### config.mk
export PLATFORM = sky130hd
export DESIGN_NAME = sobel_frame_sequencer_flat
export DESIGN_NICKNAME = d
export VERILOG_FILES = /design/src/rtl/sobel_frame_sequencer_pkg.sv /design/src/rtl/sobel_frame_sequencer_if.sv /design/src/rtl/sobel_result_writer.sv /design/src/rtl/sobel_frame_sequencer.sv /design/src/flat_wrapper.sv
export SDC_FILE = /design/constraint.sdc
export NUM_CORES = 1
export LEC_CHECK = 0
export CAP_MARGIN = 20
export CORE_MARGIN = 1
export CORE_UTILIZATION = 55
export CTS_BUF_LIST = sky130_fd_sc_hd__clkbuf_4 sky130_fd_sc_hd__clkbuf_8
export CTS_CLUSTER_DIAMETER = 200
export DETAILED_ROUTE_END_ITERATION = 16
export PLACE_DENSITY = 0.82
export SYNTH_ARGS = -nofsm -noshare
export SYNTH_HDL_FRONTEND = slang
export SYNTH_HIERARCHICAL = 1
export SYNTH_SLANG_ARGS = --single-unit
### constraint.sdc
create_clock -name clk_i -period 6.8 [get_ports clk_i]
set_clock_uncertainty 0.05 [all_clocks]
set_input_delay 0.68 -clock clk_i [delete_from_list [all_inputs] [get_ports clk_i]]
set_output_delay 0.68 -clock clk_i [all_outputs]
set_load 0.01 [all_outputs]
### src/rtl/sobel_frame_sequencer_pkg.sv
// Shared constants and state encoding for the Sobel frame sequencer.
package sobel_frame_sequencer_pkg;

  localparam int unsigned IMG_WIDTH_DEF   = 160;
  localparam int unsigned IMG_HEIGHT_DEF  = 120;
  localparam int unsigned PIXEL_WIDTH_DEF = 8;
  localparam int unsigned ADDR_WIDTH_DEF  = 15;

  // Slots per window: filler + 9 pixels, then filler + 3 pixels per new column
  localparam int unsigned SLOTS_FIRST = 10;
  localparam int unsigned SLOTS_NEXT  = 4;

  typedef enum logic [2:0] {
    IDLE,
    FIRST_WIN,
    NEXT_COL,
    BAND_GAP,
    FLUSH
  } state_t;

endpackage

### src/rtl/sobel_frame_sequencer_if.sv
// Image RAM read port, Sobel engine link and result RAM write port.
interface sobel_frame_sequencer_if #(
  parameter int unsigned ADDR_WIDTH  = 15,
  parameter int unsigned PIXEL_WIDTH = 8
);

  logic [ADDR_WIDTH-1:0]  rd_addr_o;
  logic                   rd_en_o;
  logic [PIXEL_WIDTH-1:0] rd_data_i;
  logic                   sobel_start_o;
  logic [PIXEL_WIDTH-1:0] sobel_px_o;
  logic                   sobel_px_ready_i;
  logic [PIXEL_WIDTH-1:0] sobel_px_i;
  logic                   wr_en_o;
  logic [ADDR_WIDTH-1:0]  wr_addr_o;
  logic [PIXEL_WIDTH-1:0] wr_data_o;

  modport master (
    output rd_addr_o, rd_en_o, sobel_start_o, sobel_px_o,
           wr_en_o, wr_addr_o, wr_data_o,
    input  rd_data_i, sobel_px_ready_i, sobel_px_i
  );

  modport slave (
    input  rd_addr_o, rd_en_o, sobel_start_o, sobel_px_o,
           wr_en_o, wr_addr_o, wr_data_o,
    output rd_data_i, sobel_px_ready_i, sobel_px_i
  );

endinterface

### src/rtl/sobel_result_writer.sv
// Collects engine results while busy and writes them to consecutive result RAM addresses.
module sobel_result_writer #(
  parameter int unsigned ADDR_WIDTH  = 15,
  parameter int unsigned PIXEL_WIDTH = 8
) (
  input  logic                   clk_i,
  input  logic                   nreset_i,
  input  logic                   clear_i,
  input  logic                   busy_i,
  input  logic                   px_ready_i,
  input  logic [PIXEL_WIDTH-1:0] px_i,
  output logic                   wr_en_o,
  output logic [ADDR_WIDTH-1:0]  wr_addr_o,
  output logic [PIXEL_WIDTH-1:0] wr_data_o,
  output logic [ADDR_WIDTH-1:0]  count_o
);

  logic [ADDR_WIDTH-1:0] count_q;
  logic                  accept;

  assign accept = px_ready_i & busy_i;

  always_ff @(posedge clk_i or negedge nreset_i) begin
    if (!nreset_i) begin
      wr_en_o   <= 1'b0;
      wr_addr_o <= '0;
      wr_data_o <= '0;
      count_q   <= '0;
    end else begin
      wr_en_o <= accept;
      if (clear_i) begin
        count_q <= '0;
      end else if (accept) begin
        wr_addr_o <= count_q;
        wr_data_o <= px_i;
        count_q   <= count_q + ADDR_WIDTH'(1);
      end
    end
  end

  assign count_o = count_q;

endmodule

### src/rtl/sobel_frame_sequencer.sv
// Frame driver for the Sobel engine: streams 3x3 windows band by band and collects results.
module sobel_frame_sequencer
  import sobel_frame_sequencer_pkg::*;
#(
  parameter int unsigned IMG_WIDTH   = IMG_WIDTH_DEF,
  parameter int unsigned IMG_HEIGHT  = IMG_HEIGHT_DEF,
  parameter int unsigned PIXEL_WIDTH = PIXEL_WIDTH_DEF,
  parameter int unsigned ADDR_WIDTH  = ADDR_WIDTH_DEF
) (
  input  logic                    clk_i,
  input  logic                    nreset_i,
  input  logic                    frame_start_i,
  output logic                    busy_o,
  output logic                    done_o,
  sobel_frame_sequencer_if.master bus
);

  localparam int unsigned CW        = $clog2(IMG_WIDTH);
  localparam int unsigned RW        = $clog2(IMG_HEIGHT);
  localparam int unsigned RESULTS   = (IMG_HEIGHT - 2) * (IMG_WIDTH - 2);
  localparam int unsigned LAST_BAND = IMG_HEIGHT - 3;

  state_t                state_q, state_d;
  logic [3:0]            slot_q, slot_d;
  logic [RW-1:0]         row_q, row_d;
  logic [CW-1:0]         col_q, col_d;
  logic [1:0]            win_row, win_col;
  logic                  start_frame;
  logic [ADDR_WIDTH-1:0] rd_row, rd_col;
  logic [ADDR_WIDTH-1:0] result_count;

  always_ff @(posedge clk_i or negedge nreset_i) begin
    if (!nreset_i) begin
      state_q <= IDLE;
      slot_q  <= '0;
      row_q   <= '0;
      col_q   <= '0;
    end else begin
      state_q <= state_d;
      slot_q  <= slot_d;
      row_q   <= row_d;
      col_q   <= col_d;
    end
  end

  always_comb begin
    state_d           = state_q;
    slot_d            = slot_q;
    row_d             = row_q;
    col_d             = col_q;
    start_frame       = 1'b0;
    done_o            = 1'b0;
    win_row           = '0;
    win_col           = '0;
    bus.rd_en_o       = 1'b0;
    bus.sobel_start_o = 1'b0;
    bus.sobel_px_o    = '0;
    unique case (state_q)
      IDLE: begin
        if (frame_start_i) begin
          start_frame = 1'b1;
          state_d     = FIRST_WIN;
          slot_d      = '0;
          row_d       = '0;
          col_d       = '0;
        end
      end
      FIRST_WIN: begin
        bus.sobel_start_o = 1'b1;
        // Read for slot s+1 is issued in cycle s; slot index maps to (pix, vector)
        win_row     = 2'(slot_q % 4'd3);
        win_col     = 2'(slot_q / 4'd3);
        bus.rd_en_o = (slot_q < 4'(SLOTS_FIRST - 1));
        if (slot_q != '0) bus.sobel_px_o = bus.rd_data_i;
        if (slot_q == 4'(SLOTS_FIRST - 1)) begin
          slot_d  = '0;
          col_d   = CW'(3);
          state_d = (IMG_WIDTH == 3) ? BAND_GAP : NEXT_COL;
        end else begin
          slot_d = slot_q + 4'd1;
        end
      end
      NEXT_COL: begin
        bus.sobel_start_o = 1'b1;
        win_row     = slot_q[1:0];
        bus.rd_en_o = (slot_q < 4'(SLOTS_NEXT - 1));
        if (slot_q != '0) bus.sobel_px_o = bus.rd_data_i;
        if (slot_q == 4'(SLOTS_NEXT - 1)) begin
          slot_d = '0;
          if (col_q == CW'(IMG_WIDTH - 1)) state_d = BAND_GAP;
          else                             col_d   = col_q + CW'(1);
        end else begin
          slot_d = slot_q + 4'd1;
        end
      end
      BAND_GAP: begin
        row_d  = row_q + RW'(1);
        col_d  = '0;
        slot_d = '0;
        // r+1 <= H-3 rewritten as r < H-3 so the row counter never overflows
        state_d = (row_q < RW'(LAST_BAND)) ? FIRST_WIN : FLUSH;
      end
      FLUSH: begin
        if ((result_count == ADDR_WIDTH'(RESULTS)) && !bus.wr_en_o) begin
          done_o  = 1'b1;
          state_d = IDLE;
        end
      end
      default: state_d = IDLE;
    endcase
  end

  assign busy_o = (state_q != IDLE);

  assign rd_row        = ADDR_WIDTH'(row_q) + ADDR_WIDTH'(win_row);
  assign rd_col        = ADDR_WIDTH'(col_q) + ADDR_WIDTH'(win_col);
  assign bus.rd_addr_o = bus.rd_en_o ? (rd_row * ADDR_WIDTH'(IMG_WIDTH) + rd_col) : '0;

  sobel_result_writer #(
    .ADDR_WIDTH (ADDR_WIDTH),
    .PIXEL_WIDTH(PIXEL_WIDTH)
  ) u_writer (
    .clk_i     (clk_i),
    .nreset_i  (nreset_i),
    .clear_i   (start_frame),
    .busy_i    (busy_o),
    .px_ready_i(bus.sobel_px_ready_i),
    .px_i      (bus.sobel_px_i),
    .wr_en_o   (bus.wr_en_o),
    .wr_addr_o (bus.wr_addr_o),
    .wr_data_o (bus.wr_data_o),
    .count_o   (result_count)
  );

endmodule
### src/flat_wrapper.sv
// flat-port wrapper written by rule: the top's interface ports become plain ports
module sobel_frame_sequencer_flat import sobel_frame_sequencer_pkg::*;
#(
  parameter int unsigned IMG_WIDTH   = IMG_WIDTH_DEF,
  parameter int unsigned IMG_HEIGHT  = IMG_HEIGHT_DEF,
  parameter int unsigned PIXEL_WIDTH = PIXEL_WIDTH_DEF,
  parameter int unsigned ADDR_WIDTH  = ADDR_WIDTH_DEF
)
  (clk_i, nreset_i, frame_start_i, busy_o, done_o, bus_rd_addr_o, bus_rd_en_o, bus_sobel_start_o, bus_sobel_px_o, bus_wr_en_o, bus_wr_addr_o, bus_wr_data_o, bus_rd_data_i, bus_sobel_px_ready_i, bus_sobel_px_i);
  sobel_frame_sequencer_if #(.ADDR_WIDTH(ADDR_WIDTH), .PIXEL_WIDTH(PIXEL_WIDTH)) bus_i ();
  input  logic clk_i;
  input  logic nreset_i;
  input  logic frame_start_i;
  output logic busy_o;
  output logic done_o;
  output wire logic [$bits(bus_i.rd_addr_o)-1:0] bus_rd_addr_o;
  output wire logic [$bits(bus_i.rd_en_o)-1:0] bus_rd_en_o;
  output wire logic [$bits(bus_i.sobel_start_o)-1:0] bus_sobel_start_o;
  output wire logic [$bits(bus_i.sobel_px_o)-1:0] bus_sobel_px_o;
  output wire logic [$bits(bus_i.wr_en_o)-1:0] bus_wr_en_o;
  output wire logic [$bits(bus_i.wr_addr_o)-1:0] bus_wr_addr_o;
  output wire logic [$bits(bus_i.wr_data_o)-1:0] bus_wr_data_o;
  input wire logic [$bits(bus_i.rd_data_i)-1:0] bus_rd_data_i;
  input wire logic [$bits(bus_i.sobel_px_ready_i)-1:0] bus_sobel_px_ready_i;
  input wire logic [$bits(bus_i.sobel_px_i)-1:0] bus_sobel_px_i;
  assign bus_rd_addr_o = bus_i.rd_addr_o;
  assign bus_rd_en_o = bus_i.rd_en_o;
  assign bus_sobel_start_o = bus_i.sobel_start_o;
  assign bus_sobel_px_o = bus_i.sobel_px_o;
  assign bus_wr_en_o = bus_i.wr_en_o;
  assign bus_wr_addr_o = bus_i.wr_addr_o;
  assign bus_wr_data_o = bus_i.wr_data_o;
  assign bus_i.rd_data_i = bus_rd_data_i;
  assign bus_i.sobel_px_ready_i = bus_sobel_px_ready_i;
  assign bus_i.sobel_px_i = bus_sobel_px_i;
  sobel_frame_sequencer #(.IMG_WIDTH(IMG_WIDTH), .IMG_HEIGHT(IMG_HEIGHT), .PIXEL_WIDTH(PIXEL_WIDTH), .ADDR_WIDTH(ADDR_WIDTH)) u_core (.clk_i(clk_i), .nreset_i(nreset_i), .frame_start_i(frame_start_i), .busy_o(busy_o), .done_o(done_o), .bus(bus_i));
endmodule
==> flow_metrics.tcl, run 1 <==
set metrics [dict create \
    num_antenna_cells 0 \
    die_height_um 88.8 \
    flop_and_latch_count_out_of_synthesis 61 \
    clock_power_share_pct 16.7 \
    place.detailed.hpwl_um 6340 \
    intPower_mw 1.17 \
    h_tree_depth 3 \
    dpl.cell_count 590 \
    final_util_pct 70.7 \
    worstSetupEndpointType "primary output" \
    core_area_um2 7250 \
    synth_top_family_by_area "simple AND/OR/NAND/NOR gates" \
    arrival_time_at_the_worst_endpoint_ns 5.54 \
    dieArea_um2 7880 \
    synth-compound-area-share_pct 11.5 \
    worstPathMaxFanout 9 \
    cp_common_cell "ha_1" \
    timing.final.hold_violations 0 \
    drc 0 \
    worstSkewPairLatency_ns 0.33 \
    synth_simple_gate_area_share_pct 22.7 \
    yosys.cell_types.count 65 \
    yosys.area_share.adder_pct 9.60 \
    regArea_um2 1530 \
    rsz0062_at_grt "no" \
    max_cap_violations 0 \
    seqPwrFrac_pct 28.0 \
    globalplace.congestion 0.842 \
    async_flop_share_pct 100 \
    synthTopCellsByArea "dfrtp_1 (37%), ha_1 (8.2%), xor2_1 (4.7%)" \
    cts_made_buffers 9 \
    setup.reg_to_reg.worst_slack_ns 3.95 \
    synth-warning-count 6 \
    final_cell_count_no_fill 608 \
    drive_above_1_share_pct 11.4 \
    final.min_clock_period_ns 6.27 \
    power.ir.vdd_worst_v 0.000234 \
    critical_path.max_stage_delay_ns 0.56 \
    syn-mean-instance-area_um2 9.44 \
    placement_rows 31 \
    syn_nets 489 \
    post-synth-top-area-cell "dfrtp_1" \
    clockBufferDepth 2 \
    timing.final.setup_violations 0 \
    post_synth_xor_area_fraction_pct 8.67 \
    timing.setup.tns_ns 0 \
    net-switching-power_mw 0.773 \
    timing.fmax_mhz 159 \
    yosys_most_used_dff "dfrtp_1" \
    post_drt_wl_per_cell_um 14.4 \
    cell_by_cell_trace_of_the_critical_path "nor2b_2, ha_1, inv_1, ha_2, a21boi_4, xnor2_1, ha_1, o21bai_1, nor2b_1, o22a_1, ha_1, fa_1, xor2_1, ha_1, ha_1, nand2_1, o21ai_0, nand3b_1, xor2_1, nor2_1, clkdlybuf4s50_1" \
    postCtsHoldBufs 0 \
    worst_max_slew_margin_expressed_relative_to_the_limit_pct 49.4 \
    wire_length_of_the_first_global_routing_pass_um 15000 \
    dr.first_iter.drc_count 144 \
    area_growth_syn_to_layout_pct 23.7 \
    p_sw_share_pct 39.8 \
    overflow 0 \
    io-pin-count 71 \
    fin_hold_ws_ns 0.445 \
    critical-path-top-delay-family "adder cells" \
    cts_tree "done" \
    finish.net_count 554 \
    n_fill_cell 563 \
    cts-root-buf "clkbuf_8" \
    cell_area_power_density_nw_per_um2 379 \
    cts.clk_slew.worst_paths_ns 0.07 \
    critPathKind "register to primary output" \
    finish.instance_area_um2 5120 \
    drv_slew 0 \
    grt_max_degree 62 \
    portBuffers 70 \
    netlist_area_um2 4140 \
    portion_of_netlist_area_occupied_by_mux_cells_pct 6.04 \
    grt_usage_pct 24.5 \
    routed_via_density 5.54 \
    synthCells 439 \
    total_leakage_power_nw 2.33 \
    proportion_of_power_drawn_by_combinational_gates_pct 55.3 \
    timing.critical_path.slowest_stage_cell "clkdlybuf4s50_1" \
    cp_data_required_time_ns 6.07 \
    clock_sinks 61 \
    dpl_cell_area_um2 4850 \
    synth-seq-area-share_pct 36.8 \
    synth-edff-count 0 \
    route.vias.total 3366 \
    classification_of_the_worst_slack_hold_path "register to register" \
    drt_pass1_iterations 4 \
    multi_input_comb_area_um2 2480 \
    die_width_um 88.8 \
    finalWirelength_um 8740 \
    antenna_violations_before_repair 0 \
    post-route-period-util_pct 92.3 \
    outcome "finished, final reports clean" \
    yosys.area.top_type_share_pct 36.8 \
    critPathLaunchType "register" \
    initial_cell_density_of_the_core_pct 57.1 \
    worstPathBufferInverterCount 2 \
    antenna_violating_nets_post_route 0 \
    via_count_of_the_first_global_routing_pass 3326 \
    timing_worst_slew_pin_value_ns 0.758 \
]
[power by group through the flow]
| stage | Sequential (mW) | Clock (mW) | Combinational, mW |
|---|---|---|---|
| finish | 0.543 | 0.325 | 1.07 |
| global route | 0.558 | 0.349 | 1.19 |
| CTS | 0.542 | 0.333 | 1.06 |
| floorplan | 0.520 | 0 | 0.727 |
| global placement | 0.542 | 0 | 1.02 |
| detailed placement | 0.548 | 0 | 1.05 |
[per-layer routing]
metal / vias up / track usage (%) / part of all wire [%]
met4: 0 / 7.04 / 0.87
met5: - / 0 / 0
met3: 11 / 5.60 / 4.4
met1: 1615 / 29.8 / 43
met2: 71 / 43.4 / 51
li1: 1669 / - / -
[timing repair]
action / in CTS / in global routing
resized for setup: 4 / 11
setup buffers: 0 / 2
pin swaps: 0 / 1
setup endpoints to repair: 3 / 4
[registers in the layout, indices dropped and copies added, names as in the netlist]
name,flops
u_core/col_q,8
u_core/row_q,7
u_core/slot_q,4
u_core/state_q,3
u_core/u_writer/count_o,15
u_core/u_writer/wr_addr_o,15
u_core/u_writer/wr_data_o,8
u_core/u_writer/wr_en_o,1
[synth_stat cells (6+ instances only)]
cell and instances:
o21ai_0 24, nand3b_1 6, and2_1 10, nand4_1 11, inv_1 17, nor3_1 9
xnor2_1 19, nand2b_1 9, a21oi_1 17, xor2_1 22, clkbuf_1 6, nand3_1 16
mux2_2 8, dfrtp_1 61, mux2_4 10, nand2_1 32, ha_1 27, nor2_1 49
[final cells by class]
class                      count  area share (%)
tap                           99            2.42
inverter                      17            1.25
clock inverter                 4           0.928
clock buffer                  12            2.98
multi-input combinational    341            48.3
sequential                    61            29.8
timing repair buffer          74            14.3
[metrics by stage]
step / setup WS (ns) / total power [mW]
2_1_floorplan: 1.06 / 1.25
3_3_place_gp: 0.458 / 1.56
3_5_place_dp: 0.115 / 1.60
4_1_cts: 0.0684 / 1.93
5_1_grt: 0.148 / 2.10
6_report: 0.527 / 1.94
[layout by cell type (no fill, tap or decap), drive strengths merged, types with 4 or more instances in the layout]
cell,count
nand3b,6
dfrtp,61
and3,4
nor4,5
nand4,12
xor2,22
mux2,18
and2,10
nand2b,9
xnor2,19
clkdlybuf4s50,66
nand2,32
inv,17
ha,27
nand3,17
buf,5
o21ai,24
nor2b,4
clkbuf,12
a21oi,17
nor2,49
nor3,9
[worst reg2reg max path: cells and delay by family (launching register included)]
family | cells | cell delay (ns)
buffers and inverters | 2 | 0.83
flip-flops | 1 | 0.47
multiplexers | 1 | 0.38
AND/OR/NAND/NOR | 3 | 1.01
[final timing paths]
check,endpoint,startpoint,cells after the start
max in group asynchronous,u_core/slot_q[2],nreset_i,2
hold reg to reg,u_core/u_writer/wr_addr_o[13],u_core/u_writer/wr_addr_o[13],2
hold / removal,u_core/u_writer/wr_addr_o[13],u_core/u_writer/wr_addr_o[13],2
setup reg to reg,u_core/u_writer/wr_addr_o[7],u_core/state_q[1],6
min in group asynchronous,u_core/u_writer/wr_addr_o[11],nreset_i,2
setup / recovery,bus_rd_addr_o[10],u_core/slot_q[2],21
[logic make-up after synthesis]
group / Yosys count
adder cells (fa/ha/maj): 30
XOR/XNOR: 41
multiplexers: 19
flip-flops: 61
buffers and inverters: 37
AO/OA/AOI/OAI: 74
AND/OR/NAND/NOR: 177
No activity file was read; power rests on OpenSTA's default activity.
==> run 2: changes to the inputs <==
- GPL_ROUTABILITY_DRIVEN: unset -> 1
- SETUP_SLACK_MARGIN: unset -> 0.02
- SLEW_MARGIN: unset -> 20
==> results of run 2 <==
No change in the layout: final DEF, timing and power equal those of run 1.
